### src/rtl/regfile_wb_arbiter.sv
// rtl/regfile_wb_arbiter.sv - round-robin write-back arbiter for the register file write port
//
// Shares the register file's single write port between NUM_REQ producers.
// Each cycle the first valid requester at or after the round-robin pointer is
// offered req_ready. On the handshake, its fields are captured into a
// one-entry output register that drives the rf_* port on the following cycle.
//
// Ports:
//   clk, rst_n          clock (rising edge), asynchronous active-low reset
//   req_valid/req_ready per-requester handshake; req_ready is combinational, one-hot or zero
//   req_addr/data/mask  per-requester write fields, requester i at slice i
//   wb_stall            blocks every grant this cycle
//   rf_write_*          registered write port towards the register file
//   rf_grant_id         index of the requester whose write is on the rf_* port
//
// Optional feature: define REGFILE_WB_X0_DROP_EN to accept writes to
// register 0 without ever asserting rf_write_enable for them.

module regfile_wb_arbiter #(
  parameter int NUM_REQ                   = 3,
  parameter int REG_NUMBER                = 32,
  parameter int REG_WIDTH                 = 32,
  parameter int REG_ADDR_WIDTH            = $clog2(REG_NUMBER),
  parameter int REG_BYTE_WRITE_MASK_WIDTH = REG_WIDTH / 8,
  parameter int REQ_ID_WIDTH              = $clog2(NUM_REQ)
) (
  input  logic                                           clk,
  input  logic                                           rst_n,
  input  logic [NUM_REQ-1:0]                             req_valid,
  output logic [NUM_REQ-1:0]                             req_ready,
  input  logic [NUM_REQ*REG_ADDR_WIDTH-1:0]              req_addr,
  input  logic [NUM_REQ*REG_WIDTH-1:0]                   req_data,
  input  logic [NUM_REQ*REG_BYTE_WRITE_MASK_WIDTH-1:0]   req_mask,
  input  logic                                           wb_stall,
  output logic                                           rf_write_enable,
  output logic [REG_ADDR_WIDTH-1:0]                      rf_write_reg_addr,
  output logic [REG_WIDTH-1:0]                           rf_write_data,
  output logic [REG_BYTE_WRITE_MASK_WIDTH-1:0]           rf_write_byte_mask,
  output logic [REQ_ID_WIDTH-1:0]                        rf_grant_id
);

  logic [REQ_ID_WIDTH-1:0]              ptr_q, ptr_d;
  logic                                 wen_q, wen_d;
  logic [REG_ADDR_WIDTH-1:0]            addr_q, addr_d;
  logic [REG_WIDTH-1:0]                 data_q, data_d;
  logic [REG_BYTE_WRITE_MASK_WIDTH-1:0] mask_q, mask_d;
  logic [REQ_ID_WIDTH-1:0]              id_q, id_d;

  logic                                 grant_found;
  logic [REQ_ID_WIDTH-1:0]              grant_idx;
  logic [REG_ADDR_WIDTH-1:0]            sel_addr;
  logic [REG_WIDTH-1:0]                 sel_data;
  logic [REG_BYTE_WRITE_MASK_WIDTH-1:0] sel_mask;
  logic                                 handshake;
  logic                                 write_allowed;

  // Rotating priority search: offset k from the pointer, folded back into
  // 0..NUM_REQ-1 so non-power-of-two requester counts never overrun.
  always_comb begin
    int idx;
    idx         = 0;
    grant_found = 1'b0;
    grant_idx   = '0;
    sel_addr    = '0;
    sel_data    = '0;
    sel_mask    = '0;
    for (int k = 0; k < NUM_REQ; k++) begin
      idx = int'(ptr_q) + k;
      if (idx >= NUM_REQ) idx = idx - NUM_REQ;
      if (!grant_found && req_valid[idx]) begin
        grant_found = 1'b1;
        grant_idx   = REQ_ID_WIDTH'(idx);
        sel_addr    = req_addr[idx*REG_ADDR_WIDTH +: REG_ADDR_WIDTH];
        sel_data    = req_data[idx*REG_WIDTH +: REG_WIDTH];
        sel_mask    = req_mask[idx*REG_BYTE_WRITE_MASK_WIDTH +: REG_BYTE_WRITE_MASK_WIDTH];
      end
    end
  end

  // rst_n gates ready so no requester sees an accept while the block is held in reset.
  assign handshake = grant_found && !wb_stall && rst_n;
  assign req_ready = handshake ? (NUM_REQ'(1) << grant_idx) : '0;

`ifdef REGFILE_WB_X0_DROP_EN
  // x0 writes are consumed from the requester but never reach the register file.
  assign write_allowed = (sel_addr != '0);
`else
  assign write_allowed = 1'b1;
`endif

  always_comb begin
    ptr_d  = ptr_q;
    wen_d  = 1'b0;
    addr_d = addr_q;
    data_d = data_q;
    mask_d = mask_q;
    id_d   = id_q;
    if (handshake) begin
      ptr_d  = (grant_idx == REQ_ID_WIDTH'(NUM_REQ - 1)) ? '0 : grant_idx + 1'b1;
      wen_d  = write_allowed;
      addr_d = sel_addr;
      data_d = sel_data;
      mask_d = sel_mask;
      id_d   = grant_idx;
    end
  end

  always_ff @(posedge clk or negedge rst_n) begin
    if (!rst_n) begin
      ptr_q  <= '0;
      wen_q  <= 1'b0;
      addr_q <= '0;
      data_q <= '0;
      mask_q <= '0;
      id_q   <= '0;
    end else begin
      ptr_q  <= ptr_d;
      wen_q  <= wen_d;
      addr_q <= addr_d;
      data_q <= data_d;
      mask_q <= mask_d;
      id_q   <= id_d;
    end
  end

  assign rf_write_enable    = wen_q;
  assign rf_write_reg_addr  = addr_q;
  assign rf_write_data      = data_q;
  assign rf_write_byte_mask = mask_q;
  assign rf_grant_id        = id_q;

endmodule

### config.mk
export PLATFORM = sky130hd
export DESIGN_NAME = regfile_wb_arbiter
export DESIGN_NICKNAME = d
export VERILOG_FILES = /design/src/rtl/regfile_wb_arbiter.sv
export SDC_FILE = /design/constraint.sdc
export NUM_CORES = 1
export LEC_CHECK = 0
export BUFFER_PORTS_ARGS = -buffer_cell sky130_fd_sc_hd__buf_2
export CORE_ASPECT_RATIO = 1.5
export CORE_MARGIN = 2
export CORE_UTILIZATION = 40
export CTS_BUF_LIST = sky130_fd_sc_hd__clkbuf_8 sky130_fd_sc_hd__clkbuf_16
export DETAILED_ROUTE_END_ITERATION = 12
export HOLD_SLACK_MARGIN = 0.08
export PLACE_DENSITY = 0.71
export SETUP_SLACK_MARGIN = 0.02
export SYNTH_ARGS = -nofsm -noshare
export SYNTH_HDL_FRONTEND = slang
export SYNTH_SLANG_ARGS = --single-unit
### constraint.sdc
create_clock -name clk -period 3.11 [get_ports clk]
set_input_delay 0.311 -clock clk [delete_from_list [all_inputs] [get_ports clk]]
set_output_delay 0.311 -clock clk [all_outputs]
set_load 0.02 [all_outputs]
### After elaboration in Yosys (flattened, before gate mapping)

Cells that the tools add are included.

| storage, ports and cells | value |
|---|---|
| register bits after elaboration | 46 |
| output and inout port bits | 47 |
| word-level logic and storage cells | 69 |

| operators by class | value |
|---|---|
| $add $sub $neg | 6 |
| $mul | 3 |
| magnitude comparators | 6 |
| equal/unequal tests | 1 |
| shifts and indexed selects | 10 |
| muxes and demuxes | 30 |
| reductions and logical operators | 7 |

Operator list:

| cell | count |
|---|---|
| indexed part select 96 x 32 -> 32 bit | 3 |
| 2-to-1 mux 32 bit | 6 |
| less-than comparator 32 x 4 -> 1 bit, second input constant | 3 |
| multiplier 32 x 4 -> 32 bit, second input constant | 3 |
| indexed part select 12 x 32 -> 4 bit | 3 |
| indexed part select 15 x 32 -> 5 bit | 3 |
| 2-to-1 mux 5 bit | 3 |
| 2-to-1 mux 4 bit | 3 |
| 2-to-1 mux 1 bit | 10 |
| 2-to-1 mux 2 bit | 4 |
| subtractor 3 x 2 -> 4 bit, second input constant | 2 |
| binary-select mux 1 bit (select 2 bit) | 3 |
| greater-or-equal comparator 3 x 2 -> 1 bit, second input constant | 2 |
| logical AND 1 bit | 4 |
| adder 2 x 1 -> 3 bit, second input constant | 1 |
| adder 2 x 2 -> 3 bit, second input constant | 1 |
| zero test 1 bit | 3 |
| 2-to-1 mux 3 bit | 1 |
| left shift 1 x 2 -> 3 bit, first input constant | 1 |
| subtractor 2 x 2 -> 3 bit, second input constant | 1 |
| adder 2 x 1 -> 2 bit, second input constant | 1 |
| equality test 2 bit, second input constant | 1 |
| greater-or-equal comparator 2 bit, second input constant | 1 |

### Depth between registers and ports, before layout

| logic depth | value |
|---|---|
| depth after elaboration | 15 |
| gate-level depth with buffers | 13 |
| mapped depth without buffers | 12 |

### Least setup slack after synthesis

No wires, ideal clock.

| timing path | value |
|---|---|
| path kind | flip-flop to flip-flop |
| from | register ptr_q[0] |
| to | register addr_q[4] (netlist: rf_write_reg_addr[4]) |
| arrival time | 2.810 ns |
| required time | 3.014 ns |
| slack | 0.205 ns |
| cell stages (with the launch flop) | 14 |
| buffers on the path | 1 |
| period minus slack after synthesis | 2.905 ns |
| path through | dfrtp_1 inv_1 ha_1 buf_4 nand2_1 inv_1 ha_1 inv_1 fa_1 xor2_1 or4b_2 o21ai_0 a311oi_1 o31ai_1 |

| on the way | value |
|---|---|
| cells in the longest elaborated chain, start to end | 14 |

Ends and longest elaborated chain:

| what | line | RTL |
|---|---|---|
| from (decl) | 42 | `logic [REQ_ID_WIDTH-1:0] ptr_q, ptr_d;` |
| from (signal assigned) | 117 | `ptr_q <= ptr_d;` |
| parallel branches: the longest is 14 deep, another holds multiplier 32 x 4 -> 32 bit | - |  |
| to (signal assigned) | 119 | `addr_q <= addr_d;` |
| to (decl) | 44 | `logic [REG_ADDR_WIDTH-1:0] addr_q, addr_d;` |

Several ways; the timed one is not identified. The select of a mux whose other input is x is not followed.
A chain may end at the register's enable or synchronous reset.

### Worst setup path in the final report

Ends and elaborated chain as after synthesis.

==> flow_metrics.env <==
export IMPL_io_buffers=175
export IMPL_drive_above_1_share=0.2862
export IMPL_synth_edff_count=0
export IMPL_grt_max_degree=94
export IMPL_min_period_over_period=0.9324
export IMPL_routabilityCongestion=0.8006
export IMPL_antenna_cells=0
export IMPL_drcViolationCount=0
export IMPL_crit_path_cell_trace="inv_2 -> ha_4 -> and2b_2 -> nand2_1 -> fa_1 -> xor2_1 -> or4b_2 -> o21ai_0 -> a311oi_1 -> o31ai_1"
export IMPL_hold_class="primary input to async pin"
export IMPL_die_area_mm2=0.01454
export IMPL_power_internal_w=0.003425
export IMPL_fin_crit_ns=2.900
export IMPL_synth_area_top_cells="mux2i_1 22%, dfrtp_1 21%, nand2_1 10%"
export IMPL_synth_nets=866
export IMPL_yosysSeqAreaShare=0.2120
export IMPL_fin_nets=1005
export IMPL_synthFlopType="dfrtp_1"
export IMPL_total_power_w=0.007209
export IMPL_ys_warnings_count=0
export IMPL_cts_tree="built"
export IMPL_cts_buffer_depth=2
export IMPL_r2r_end="rf_write_reg_addr[4]"
export IMPL_setup_viol=0
export IMPL_coreArea_mm2=0.01340
export IMPL_ctsHtreeMaxLevel=2
export IMPL_outcome="finished, final reports clean"
export IMPL_relSlewSlack=0.5218
export IMPL_seq_power_share=0.143
export IMPL_synthCells=730
export IMPL_vias=6075
export IMPL_cts_made_buffers=5
export IMPL_cap_violations=0
export IMPL_ff2ff_setup_slack_ns=0.21
export IMPL_rr_startpoint="ptr_q[0]"
export IMPL_drv_slew=0
export IMPL_hpwl_um=12510
export IMPL_grt_pass1_wl_um=28520
export IMPL_fmax_mhz=344.8
export IMPL_switching_share=0.5249
export IMPL_crit_required_ns=3.32
export IMPL_ioPinCount=176
export IMPL_yosysUniqueCellTypes=50
export IMPL_crit_end="rf_write_reg_addr[4]"
export IMPL_netlist_area_leader_share=0.2231
export IMPL_die_h_um=146.7
export IMPL_worst_ep_arrival_time_ns=3.11
export IMPL_synth_seq_cells=46
export IMPL_grt_ovfl_total=0
export IMPL_wl_per_cell_um=17.60
export IMPL_startpoint_type="flop"
export IMPL_layout_common_cells="175 x buf_2, 146 x nand2_1, 121 x mux2i_1"
export IMPL_cts_sinks=46
export IMPL_switchingPower_w=0.003784
export IMPL_worst_clock_skew_ns=0.007494
export IMPL_rsz0062_at_grt="no"
export IMPL_end_kind="flop"
export IMPL_crit_type="flop to flop"
export IMPL_hold_buffers=0
export IMPL_power_density_mw_per_mm2=1071
export IMPL_ir_worst_vdd_mv=0.5897
export IMPL_critPathMaxStageDelay_ns=0.65
export IMPL_fin_cells=1032
export IMPL_area_growth_pct=23.95
export IMPL_track_usage=0.2385
export IMPL_antenna_found_initial=0
export IMPL_yosysTopAreaCell="mux2i_1"
export IMPL_grt_pass1_vias=5653
export IMPL_fin_setup_tns_ns=0
export IMPL_clk_latency_ns=0.30
export IMPL_drt_vias_per_instance=5.887
export IMPL_rows=52
export IMPL_max_slew_worst_pin_slew_ns=0.7173
export IMPL_clk_pin_slew_ns=0.07
export IMPL_drt_first_pass_iters=5
export IMPL_fin_util=0.5021
export IMPL_power_leakage_nw=2.940
export IMPL_final_common_cell="buf_2"
export IMPL_startpoint="ptr_q[0]"
export IMPL_syn_area_mm2=0.005429
export IMPL_drt_iter0_markers=298
export IMPL_die_w_um=99.12
export IMPL_crit_path_max_fanout=6
export IMPL_p_comb_frac=0.766
export IMPL_initial_core_util=0.4051
export IMPL_synthArstFlopShare=1.000
export IMPL_slowest_stage="or4b_2"
export IMPL_avgSynthCellArea_um2=7.437
export IMPL_wl_um=18160
export IMPL_dp_cells=1023
export IMPL_p_clk_frac=0.091
export IMPL_cts_root_buf="clkbuf_16"
export IMPL_whs_ns=0.1586
export IMPL_hold_viol=0
export IMPL_ant_nets=0
export IMPL_worstRegToRegCells=10
[worst max-delay path, delay by kind of cell (launching register included)]
kind,cells,cell delay [ns]
buffers and inverters,1,0.14
AOI/OAI and AO/OA,3,0.46
adders and majority gates,2,0.59
xor gates and xnor gates,1,0.18
and+or+nand+nor,3,0.99
DFF,1,0.44
[worst min path at each step]
stage | end | slack (ns) | depth (start not counted)
floorplan | ptr_q[0] | 0.02 | 0
global placement | rf_write_byte_mask[2] | 0.46 | 2
detailed placement | rf_write_reg_addr[4] | 0.47 | 2
CTS | rf_grant_id[1] | 0.19 | 2
global route | rf_grant_id[0] | 0.23 | 2
finish | rf_grant_id[1] | 0.16 | 2
[synth_stat cells (4+ instances only)]
| master | number |
|---|---|
| a21oi_1 | 41 |
| a221oi_1 | 6 |
| a221oi_2 | 9 |
| a31oi_1 | 25 |
| a32oi_1 | 25 |
| buf_2 | 26 |
| buf_4 | 10 |
| clkbuf_1 | 31 |
| dfrtp_1 | 46 |
| ha_1 | 6 |
| inv_1 | 11 |
| mux2i_1 | 121 |
| nand2_1 | 146 |
| nand4_1 | 4 |
| nor2_1 | 54 |
| o21ai_0 | 104 |
| o31ai_1 | 7 |
| o31ai_2 | 9 |
[area by class of cell]
type	instances	area (µm²)
Sequential cell	46	1151
Clock buffer	5	125.1
Timing Repair Buffer	203	1201
Inverter	12	45.04
Tap cell	162	202.7
Fill cell	1356	6674
Multi-Input combinational cell	601	3964
Clock inverter	3	40.04
[through the flow]
stage | cell area (µm²) | setup slack (ns)
finish | 6729 | 0.2101
global route | 6729 | 0.02301
CTS | 6689 | 0.02372
detailed placement | 6510 | 0.1567
global placement | 6510 | 0.2267
floorplan | 5429 | 0.2046
[state kept, by name, indices dropped and copies added, names as in the netlist]
name,flops
rf_write_reg_addr,5
ptr_q,2
rf_grant_id,2
rf_write_data,32
rf_write_byte_mask,4
rf_write_enable,1
[logic make-up after synthesis]
group | Yosys count | share of synthesized area
AND/OR/NAND/NOR | 225 | 0.1694
AO/OA/AOI/OAI | 242 | 0.2941
buffers and inverters | 83 | 0.07467
other | 2 | 0.001383
multiplexers | 124 | 0.2293
XOR/XNOR | 1 | 0.001614
adder cells (fa/ha/maj) | 7 | 0.01752
flip-flops | 46 | 0.2120
[power groups by stage]
stage	Sequential [W]	Combinational (W)	Clock [W]
floorplan	0.00136	0.00371	0
finish	0.00103	0.00552	0.000656
global placement	0.00104	0.00535	0
detailed placement	0.00104	0.00541	0
CTS	0.00103	0.00545	0.000673
global route	0.00107	0.00602	0.000692
[per-layer routing]
| layer | up-vias | track usage | wire length, µm |
|---|---|---|---|
| met5 | - | 0 | 0 |
| met4 | 0 | 0.05959 | 170 |
| met3 | 13 | 0.03638 | 1374 |
| met2 | 238 | 0.4277 | 9323 |
| met1 | 2880 | 0.2954 | 7293 |
| li1 | 2944 | - | - |
[timing repair]
| action | in CTS | in global routing |
|---|---|---|
| buffers inserted | 0 | 0 |
| endpoints found under the setup margin | 3 | 4 |
| gates cloned | 0 | 1 |
| pin swaps | 1 | 0 |
| gates resized for setup | 2 | 6 |
Power figures use the tool's default switching activity.
